<file path="src/rtl/seven_segment_scanner_if.sv">
// Display bus between the score/debug logic (master) and the seven-segment scanner (slave).
interface seven_segment_scanner_if #(
  parameter int DIGITS = 4
);
  logic [4*DIGITS-1:0] value;
  logic [DIGITS-1:0]   dp_in;
  logic [DIGITS-1:0]   blank;
  logic                enable;
  logic [6:0]          seg;
  logic                dp;
  logic [DIGITS-1:0]   an;
  logic                frame_tick;

  modport master (
    output value, dp_in, blank, enable,
    input  seg, dp, an, frame_tick
  );

  modport slave (
    input  value, dp_in, blank, enable,
    output seg, dp, an, frame_tick
  );
endinterface

</file>
<file path="src/rtl/seven_segment_scanner.sv">
// Time-multiplexed seven-segment driver: frame-latched shadows, shared hex decoder,
// leading-zero suppression, per-digit blanking and a dark guard interval per slot.
module seven_segment_scanner #(
  parameter int DIGITS         = 4,
  parameter int REFRESH_DIV    = 50000,
  parameter int GUARD          = 64,
  parameter int SEG_ACTIVE_LOW = 1,
  parameter int AN_ACTIVE_LOW  = 1,
  parameter int LZ_SUPPRESS    = 1
) (
  input  logic                    clk,
  input  logic                    rst_n,
  seven_segment_scanner_if.slave  disp
);

  localparam int IDX_W = (DIGITS > 1) ? $clog2(DIGITS) : 1;
  localparam int DIV_W = (REFRESH_DIV > 1) ? $clog2(REFRESH_DIV) : 1;
  localparam logic [IDX_W-1:0] IDX_LAST = IDX_W'(DIGITS - 1);
  localparam logic [DIV_W-1:0] DIV_LAST = DIV_W'(REFRESH_DIV - 1);
  localparam logic SEG_OFF = (SEG_ACTIVE_LOW != 0);
  localparam logic AN_OFF  = (AN_ACTIVE_LOW != 0);

  logic [DIV_W-1:0]    div_cnt;
  logic [IDX_W-1:0]    idx;
  logic [4*DIGITS-1:0] value_sh;
  logic [DIGITS-1:0]   dp_sh;
  logic [DIGITS-1:0]   blank_sh;
  logic                load_pending;

  logic                slot_end;
  logic                wrap;
  logic                load;
  logic                guard;
  logic                lz_run;
  logic [DIGITS-1:0]   lz_dark;
  logic [DIGITS-1:0]   an_sel;
  logic [3:0]          cur_nib;
  logic                cur_dp;
  logic                cur_dark;
  logic                dark;
  logic [DIGITS-1:0]   an_next;
  logic [6:0]          seg_next;
  logic                dp_next;

  logic [DIGITS-1:0]   an_p1;
  logic [6:0]          seg_p1;
  logic                dp_p1;
  logic                frame_tick_p1;

  // Active-high pattern, bit0 = segment a.
  function automatic logic [6:0] hex_decode(input logic [3:0] nib);
    logic [6:0] pat;
    case (nib)
      4'h0: pat = 7'h3F;
      4'h1: pat = 7'h06;
      4'h2: pat = 7'h5B;
      4'h3: pat = 7'h4F;
      4'h4: pat = 7'h66;
      4'h5: pat = 7'h6D;
      4'h6: pat = 7'h7D;
      4'h7: pat = 7'h07;
      4'h8: pat = 7'h7F;
      4'h9: pat = 7'h6F;
      4'hA: pat = 7'h77;
      4'hB: pat = 7'h7C;
      4'hC: pat = 7'h39;
      4'hD: pat = 7'h5E;
      4'hE: pat = 7'h79;
      default: pat = 7'h71;
    endcase
    return pat;
  endfunction

  assign slot_end = (div_cnt == DIV_LAST);
  assign wrap     = slot_end && (idx == IDX_LAST);
  assign load     = wrap || load_pending;

  if (GUARD == 0) begin : g_no_guard
    assign guard = 1'b0;
  end else begin : g_guard
    localparam logic [DIV_W-1:0] GUARD_C = DIV_W'(GUARD);
    assign guard = (div_cnt < GUARD_C);
  end

  // A digit is suppressed only while every more significant digit is suppressed too.
  always_comb begin
    lz_dark = '0;
    lz_run  = (LZ_SUPPRESS != 0);
    for (int i = DIGITS - 1; i > 0; i--) begin
      lz_run     = lz_run && (value_sh[4*i +: 4] == 4'h0) && !dp_sh[i];
      lz_dark[i] = lz_run;
    end
  end

  always_comb begin
    an_sel   = '0;
    cur_nib  = 4'h0;
    cur_dp   = 1'b0;
    cur_dark = 1'b0;
    for (int i = 0; i < DIGITS; i++) begin
      if (idx == IDX_W'(i)) begin
        an_sel[i] = 1'b1;
        cur_nib   = value_sh[4*i +: 4];
        cur_dp    = dp_sh[i];
        cur_dark  = blank_sh[i] | lz_dark[i];
      end
    end
  end

  always_comb begin
    dark = cur_dark | guard | !disp.enable;
    if (dark) begin
      an_next  = {DIGITS{AN_OFF}};
      seg_next = {7{SEG_OFF}};
      dp_next  = SEG_OFF;
    end else begin
      an_next  = an_sel ^ {DIGITS{AN_OFF}};
      seg_next = hex_decode(cur_nib) ^ {7{SEG_OFF}};
      dp_next  = cur_dp ^ SEG_OFF;
    end
  end

  // Stage p0: scan counters and frame-synchronous shadow registers.
  always_ff @(posedge clk or negedge rst_n) begin
    if (!rst_n) begin
      div_cnt      <= '0;
      idx          <= '0;
      value_sh     <= '0;
      dp_sh        <= '0;
      blank_sh     <= '0;
      load_pending <= 1'b1;
    end else begin
      div_cnt      <= slot_end ? '0 : div_cnt + 1'b1;
      if (slot_end) begin
        idx <= (idx == IDX_LAST) ? '0 : idx + 1'b1;
      end
      if (load) begin
        value_sh <= disp.value;
        dp_sh    <= disp.dp_in;
        blank_sh <= disp.blank;
      end
      load_pending <= 1'b0;
    end
  end

  // Stage p1: registered pin drivers.
  always_ff @(posedge clk or negedge rst_n) begin
    if (!rst_n) begin
      an_p1         <= {DIGITS{AN_OFF}};
      seg_p1        <= {7{SEG_OFF}};
      dp_p1         <= SEG_OFF;
      frame_tick_p1 <= 1'b0;
    end else begin
      an_p1         <= an_next;
      seg_p1        <= seg_next;
      dp_p1         <= dp_next;
      frame_tick_p1 <= wrap;
    end
  end

  assign disp.an         = an_p1;
  assign disp.seg        = seg_p1;
  assign disp.dp         = dp_p1;
  assign disp.frame_tick = frame_tick_p1;

endmodule

</file>
<file path="src/flat_wrapper.sv">
// flat-port wrapper written by rule: the top's interface ports become plain ports
module seven_segment_scanner_flat 
#(
  parameter int DIGITS         = 4,
  parameter int REFRESH_DIV    = 50000,
  parameter int GUARD          = 64,
  parameter int SEG_ACTIVE_LOW = 1,
  parameter int AN_ACTIVE_LOW  = 1,
  parameter int LZ_SUPPRESS    = 1
)
  (clk, rst_n, disp_value, disp_dp_in, disp_blank, disp_enable, disp_seg, disp_dp, disp_an, disp_frame_tick);
  seven_segment_scanner_if #(.DIGITS(DIGITS)) disp_i ();
  input  logic clk;
  input  logic rst_n;
  input wire logic [$bits(disp_i.value)-1:0] disp_value;
  input wire logic [$bits(disp_i.dp_in)-1:0] disp_dp_in;
  input wire logic [$bits(disp_i.blank)-1:0] disp_blank;
  input wire logic [$bits(disp_i.enable)-1:0] disp_enable;
  output wire logic [$bits(disp_i.seg)-1:0] disp_seg;
  output wire logic [$bits(disp_i.dp)-1:0] disp_dp;
  output wire logic [$bits(disp_i.an)-1:0] disp_an;
  output wire logic [$bits(disp_i.frame_tick)-1:0] disp_frame_tick;
  assign disp_i.value = disp_value;
  assign disp_i.dp_in = disp_dp_in;
  assign disp_i.blank = disp_blank;
  assign disp_i.enable = disp_enable;
  assign disp_seg = disp_i.seg;
  assign disp_dp = disp_i.dp;
  assign disp_an = disp_i.an;
  assign disp_frame_tick = disp_i.frame_tick;
  seven_segment_scanner #(.DIGITS(DIGITS), .REFRESH_DIV(REFRESH_DIV), .GUARD(GUARD), .SEG_ACTIVE_LOW(SEG_ACTIVE_LOW), .AN_ACTIVE_LOW(AN_ACTIVE_LOW), .LZ_SUPPRESS(LZ_SUPPRESS)) u_core (.clk(clk), .rst_n(rst_n), .disp(disp_i));
endmodule
</file>
<file path="config.mk">
export PLATFORM = sky130hd
export DESIGN_NAME = seven_segment_scanner_flat
export DESIGN_NICKNAME = d
export VERILOG_FILES = /design/src/rtl/seven_segment_scanner_if.sv /design/src/rtl/seven_segment_scanner.sv /design/src/flat_wrapper.sv
export SDC_FILE = /design/constraint.sdc
export NUM_CORES = 1
export LEC_CHECK = 0
export BUFFER_PORTS_ARGS = -buffer_cell sky130_fd_sc_hd__clkbuf_2
export CORE_MARGIN = 1.5
export CORE_UTILIZATION = 46
export DETAILED_ROUTE_END_ITERATION = 8
export HOLD_SLACK_MARGIN = 0.02
export PLACE_DENSITY_LB_ADDON = 0.2
export RECOVER_POWER = 100
export SLEW_MARGIN = 0
export SYNTH_ARGS = -nofsm -noshare
export SYNTH_HDL_FRONTEND = slang
export SYNTH_SLANG_ARGS = --single-unit
</file>
<file path="constraint.sdc">
create_clock -name clk -period 3.05 [get_ports clk]
set_input_delay 0.305 -clock clk [delete_from_list [all_inputs] [get_ports clk]]
set_output_delay 0.305 -clock clk [all_outputs]
set_load 0.005 [all_outputs]
</file>
==> metrics, run 1 <==
Yosys cell types=49; GRT Util Overall=16.8%; Yosys warnings=0; detailed router's first-iteration violation count=138; Final Cycle Share=83.0%; final setup fails=0; post-CTS sizing=0; most frequent cells after synthesis=dfrtp_1, mux2_4, nand2_1; row count=28; Layout Skew=0.00562 ns; Worst setup EP type=flop; Initial Util=48.0%; Core Box Area=5960 um2; Power, Total=1.36 mW; clk_lat worst skew=0.30 ns; worst hold-check path type=in2reg; Worst Slack Setup Final=0.517 ns; Area Overhead vs Synth=7.36%; GRT overflow=0; R2R setup slack=0.52 ns; share of cells above drive strength 1=21.1%; initial antenna violation count=0; asr flop ratio synth=100%; dpl hpwl=3.84 mm; Worst Hold Depth=2; first-pass GRT wire length=8.59 mm; Worst slew margin=18.1%; routed vias/inst=5.16; post-synth top area cell=dfrtp_1; Sink Count=56; sequential-to-total area share from yosys stat=49.6%; Ports=40; share of the synthesized area in the top cell type=37.7%; Util after Layout=51.5%; pwr/cell area=442 nW/um2; Final min period=2.53 ns; hold slack=0.213 ns; f_max=0.395 GHz; clock transition at the registers of the reported paths=0.10 ns; ranking of synthesized cells by area=dfrtp_1, dfstp_2, mux2_4; Num CTS Buffers=5; Slew Viols, Final=0; Ant. Diodes=0; Primary FF master, synth=dfrtp_1; CP Class=reg2reg; Post-synth EDFFs=0; Yosys reg bits=56; DRT Wirelength=5.13 mm; H-tree depth=2; routed vias=1831; fin area=3070 um2; die height=81.8 um; Worst Path Max Fanout=13; Placed Area=3090 um2; dpl ws=0.640 ns; DRC viols=0; Syn Std Cell Area=2860 um2; Port-buffer cells=39; Syn Inst Count=237; CTS root buffer=clkbuf_8; slew of the pin with the lowest slew margin=1.23 ns; Post-Syn Nets=275; clk buf depth=2; post-DR wirelength/cell=14.4 um; Pleak=1.34 nW; most common cell in the netlist=dfrtp_1; Placed Instances=346; die area=6690 um2; Worst EP required=3.24 ns; cells on worst reg2reg path=6; Non-Filler Instances=355; pin count of the biggest net entering global routing=34; Initial DRT Pass Iterations=4; CP startpoint kind=flop; outcome=finished clean; nets=317; routability congestion estimate=0.834; Final Hold Fails=0; Die X=81.8 um; maxcap violations=0; vias in the first global route=1827; CTS tree=built; average cell area after synthesis=12.1 um2; Routed Antenna Nets=0; VDD IR max=0.000235 V; RSZ-0062 raised after global routing=false; Sum Neg Setup Slack=0 ns; CP arrival=2.72 ns
## state kept, by name (all words and copies together), names as in the netlist
signal,cells
u_core.disp.frame_tick,1
u_core.load_pending,1
u_core.idx,2
u_core.blank_sh,4
u_core.disp.seg,7
u_core.value_sh,16
u_core.disp.dp,1
u_core.dp_sh,4
u_core.disp.an,4
u_core.div_cnt,16
## critical path, stage by stage (launching register included)
cell,delay (ns)
dfrtp_1,0.42
or4_1,0.54
or2_0,0.24
nor3_1,0.29
a21oi_2,0.26
clkbuf_1,0.30
mux2_1,0.37
## power breakdown
part | total [mW] | switching (mW) | internal [mW]
combinational | 0.139 | 0.0701 | 0.0686
sequential | 0.806 | 0.0295 | 0.776
clock | 0.411 | 0.226 | 0.185
total | 1.36 | 0.326 | 1.03
## timing repair
action,4_1_cts,5_1_grt
hold buffers,1,0
buffers inserted,0,0
endpoints found under the hold margin,12,0
setup endpoints to repair,0,0
## layer usage
layer | routed length, um | global-route usage (%)
met1 | 2740 | 25.2
met2 | 2180 | 24.9
met3 | 179 | 3.78
met4 | 27 | 2.88
met5 | 0 | 0
## area by class of cell
class / instances / area, um2
clock buffer: 7 / 86.3
clock inverter: 1 / 7.51
fill: 599 / 2890
inverter: 9 / 33.8
multi-input combinational: 163 / 1220
sequential: 56 / 1420
tap: 75 / 93.8
timing repair buffer: 44 / 208
## cell families (layout without fill, tap and decap cells)
| kind of cell | count (synthesis) | count (layout) | synth area share, % |
|---|---|---|---|
| flops | 56 | 56 | 49.6 |
| mux | 29 | 29 | 13.9 |
| buf+inv | 18 | 61 | 4.25 |
| compound gates | 30 | 30 | 8.10 |
| simple gates | 78 | 78 | 14.9 |
| other cells | 1 | 1 | 0.131 |
| fa+ha+maj | 11 | 11 | 4.82 |
| xor+xnor | 14 | 14 | 4.29 |
## placed cells by master, fill, tap and decap left out, types with 4 or more instances in the layout
| master | instances |
|---|---|
| nor3b_1 | 4 |
| nand4_1 | 4 |
| nand3_1 | 4 |
| clkbuf_2 | 29 |
| a211o_1 | 4 |
| dfstp_2 | 13 |
| a21oi_1 | 4 |
| ha_1 | 11 |
| nor2b_1 | 7 |
| nand2_1 | 20 |
| inv_1 | 9 |
| clkbuf_1 | 15 |
| mux2_1 | 19 |
| mux2_2 | 6 |
| a211oi_1 | 4 |
| xor2_1 | 5 |
| xnor2_1 | 9 |
| clkbuf_8 | 6 |
| nor2_1 | 18 |
| dfrtp_1 | 43 |
## path summary, 6_finish.rpt
check / startpoint / endpoint
min reg2reg: u_core.div_cnt[0] / u_core.div_cnt[0]
max: u_core.div_cnt[11] / u_core.value_sh[6]
min in group asynchronous: rst_n / u_core.div_cnt[10]
min: disp_value[5] / u_core.value_sh[5]
max reg2reg: u_core.div_cnt[11] / u_core.value_sh[6]
max in group asynchronous: rst_n / u_core.disp.frame_tick
No activity file was read; power rests on OpenSTA's default activity.
==> run 2: changes to the inputs <==
==> constraint.sdc (replaced) <==
create_clock -name clk -period 2.65 [get_ports clk]
set_input_delay 0.265 -clock clk [delete_from_list [all_inputs] [get_ports clk]]
set_output_delay 0.265 -clock clk [all_outputs]
set_load 0.005 [all_outputs]
==> metrics, run 2 (synthesized netlist as in run 1, its figures left out) <==
reg2reg start=u_core.div_cnt[11]; RSZ-0062 raised after global routing=false; f_max=0.413 GHz (+4.5%); Final min period=2.42 ns (-0.110 ns); CTS Hold Buffers Added=1 (unchanged); dpl hpwl=3.76 mm (-2.0%); Worst Path Max Fanout=24 (+11); CTS tree=built; Final Hold Fails=0 (unchanged); Area Overhead vs Synth=8.67%; Worst Slack Setup Final=0.227 ns (-0.290 ns); die area=6690 um2 (unchanged); H-tree depth=2 (unchanged); sw frac=24.4% (+0.37 points); crit path capture=u_core.value_sh[7]; Pleak=1.36 nW (+1.4%); GRT met2 Usage=24.7% (-0.25 points); share of cells above drive strength 1=22.1% (+0.99 points); initial antenna violation count=0 (unchanged); commonest non-fill, non-tap cell in the layout=dfrtp_1; sequential power share=55.7% (-3.7 points); commonest non-fill, non-tap cells in the layout=dfrtp_1, clkbuf_2, nand2_1, mux2_1, nor2_1; post-DR wirelength/cell=14.5 um (+0.63%); die height=81.8 um (unchanged); Initial DRT Pass Iterations=4 (unchanged); nets=318 (+0.32%); clk_lat worst skew=0.32 ns (+0.02 ns); Util after Layout=52.1% (+0.63 points); row count=28 (unchanged); detailed router's first-iteration violation count=101 (-27%); Die X=81.8 um (unchanged); Placed Area=3100 um2 (+0.24%); routed vias/inst=5.20 (+0.75%); filler instances=584 (-2.5%); Port-buffer cells=39 (unchanged); outcome=finished clean; met3 Use GR=3.67% (-0.11 points); Initial Util=48.0% (unchanged); Clk pwr share=34.7% (+4.4 points); post-CTS sizing=0 (unchanged); Logic pwr share=9.5% (-0.7 points); Worst EP required=2.85 ns (-0.39 ns); Worst setup EP type=flop; slew of the pin with the lowest slew margin=0.900 ns (-0.329 ns); CP startpoint kind=flop; pin count of the biggest net entering global routing=27 (-21%); VDD IR max=0.000363 V (+54%); clk buf depth=2 (unchanged); cells on worst reg2reg path=6 (unchanged); Final Cycle Share=91.4% (+8.4 points); Core Box Area=5960 um2 (unchanged); DRC viols=0 (unchanged); routability congestion estimate=0.852 (+2.1%); first-pass GRT wire length=9.07 mm (+5.5%); Slew Viols, Final=0 (unchanged); maxcap violations=0 (unchanged); DRT Wirelength=5.17 mm (+0.92%); Post-CTS Setup Repair Bufs=0 (unchanged); Routed Antenna Nets=0 (unchanged); dpl ws=0.281 ns (-0.359 ns); final setup fails=0 (unchanged); busiest grt layer=met1; Sink Count=56 (unchanged); GRT Util Overall=17.9% (+1.2 points); CP Class=reg2reg; Int Power=1.26 mW (+22%); RR Endpoint=u_core.value_sh[7]; CTS root buffer=clkbuf_8; met1 usage=27.7% (+2.5 points); Num CTS Buffers=5 (unchanged); fin area=3110 um2 (+1.2%); Sum Neg Setup Slack=0 ns (unchanged); worst hold-check path type=in2reg; R2R setup slack=0.23 ns (-0.29 ns); Psw=0.406 mW (+25%); clock transition at the registers of the reported paths=0.11 ns (about the same); Ant. Diodes=0 (unchanged); Worst slew margin=40.0% (+22 points); Layout Skew=0.00796 ns (+0.00234 ns); vias in the first global route=1788 (-2.1%); Worst Setup SP=u_core.div_cnt[11]; CP arrival=2.63 ns (-0.09 ns); routed vias=1850 (+1.0%); Ports=40 (unchanged); pwr/cell area=535 nW/um2 (+21%); GRT overflow=0 (unchanged)
-- run 2: final cells by class --
cell class | instances | area, um2 | share of cell area (%)
Timing Repair Buffer | 45 | 220 | 7.09
Clock buffer | 5 | 68.8 | 2.22
Inverter | 9 | 33.8 | 1.09
Clock inverter | 3 | 46.3 | 1.49
Sequential cell | 56 | 1420 | 45.6
Tap cell | 75 | 93.8 | 3.02
Multi-Input combinational cell | 163 | 1220 | 39.4
-- run 2: metal layers --
metal	vias up	wire, um
li1	919	-
met1	881	2690
met2	44	2180
met3	6	240
met4	0	63
met5	-	0
-- run 2: critical path, cell delays in order, from the launching register on --
cell,delay [ns]
dfrtp_1,0.43
or4_1,0.54
or2_0,0.26
nor3_1,0.39
a21oi_4,0.09
buf_4,0.24
mux2_1,0.36
-- run 2: power by group through the flow --
stage / sequential, mW / combinational, mW / clock, mW
after floorplan: 0.928 / 0.139 / 0
after global placement: 0.943 / 0.186 / 0
after detailed placement: 0.942 / 0.189 / 0
after CTS: 0.927 / 0.191 / 0.591
after global routing: 0.931 / 0.181 / 0.629
final: 0.926 / 0.158 / 0.577
-- run 2: how the worst min path moves through the flow --
stage	startpoint	to	slack, ns	cells past startpoint
floorplan	rst_n	u_core.blank_sh[0]	-0.03	0
global placement	rst_n	u_core.value_sh[3]	0.18	1
detailed placement	rst_n	u_core.value_sh[3]	0.19	1
CTS	disp_value[15]	u_core.value_sh[15]	0.16	2
global route	disp_value[2]	u_core.value_sh[2]	0.16	2
finish	disp_value[6]	u_core.value_sh[6]	0.16	2
-- run 2: through the flow --
stage                     power (mW)  hold slack, ns  instances
final                           1.66           0.156        356
after global routing            1.74           0.156        356
after CTS                       1.71           0.162        356
after detailed placement        1.13           0.190        347
after global placement          1.13           0.179        347
after floorplan                 1.07         -0.0306        237
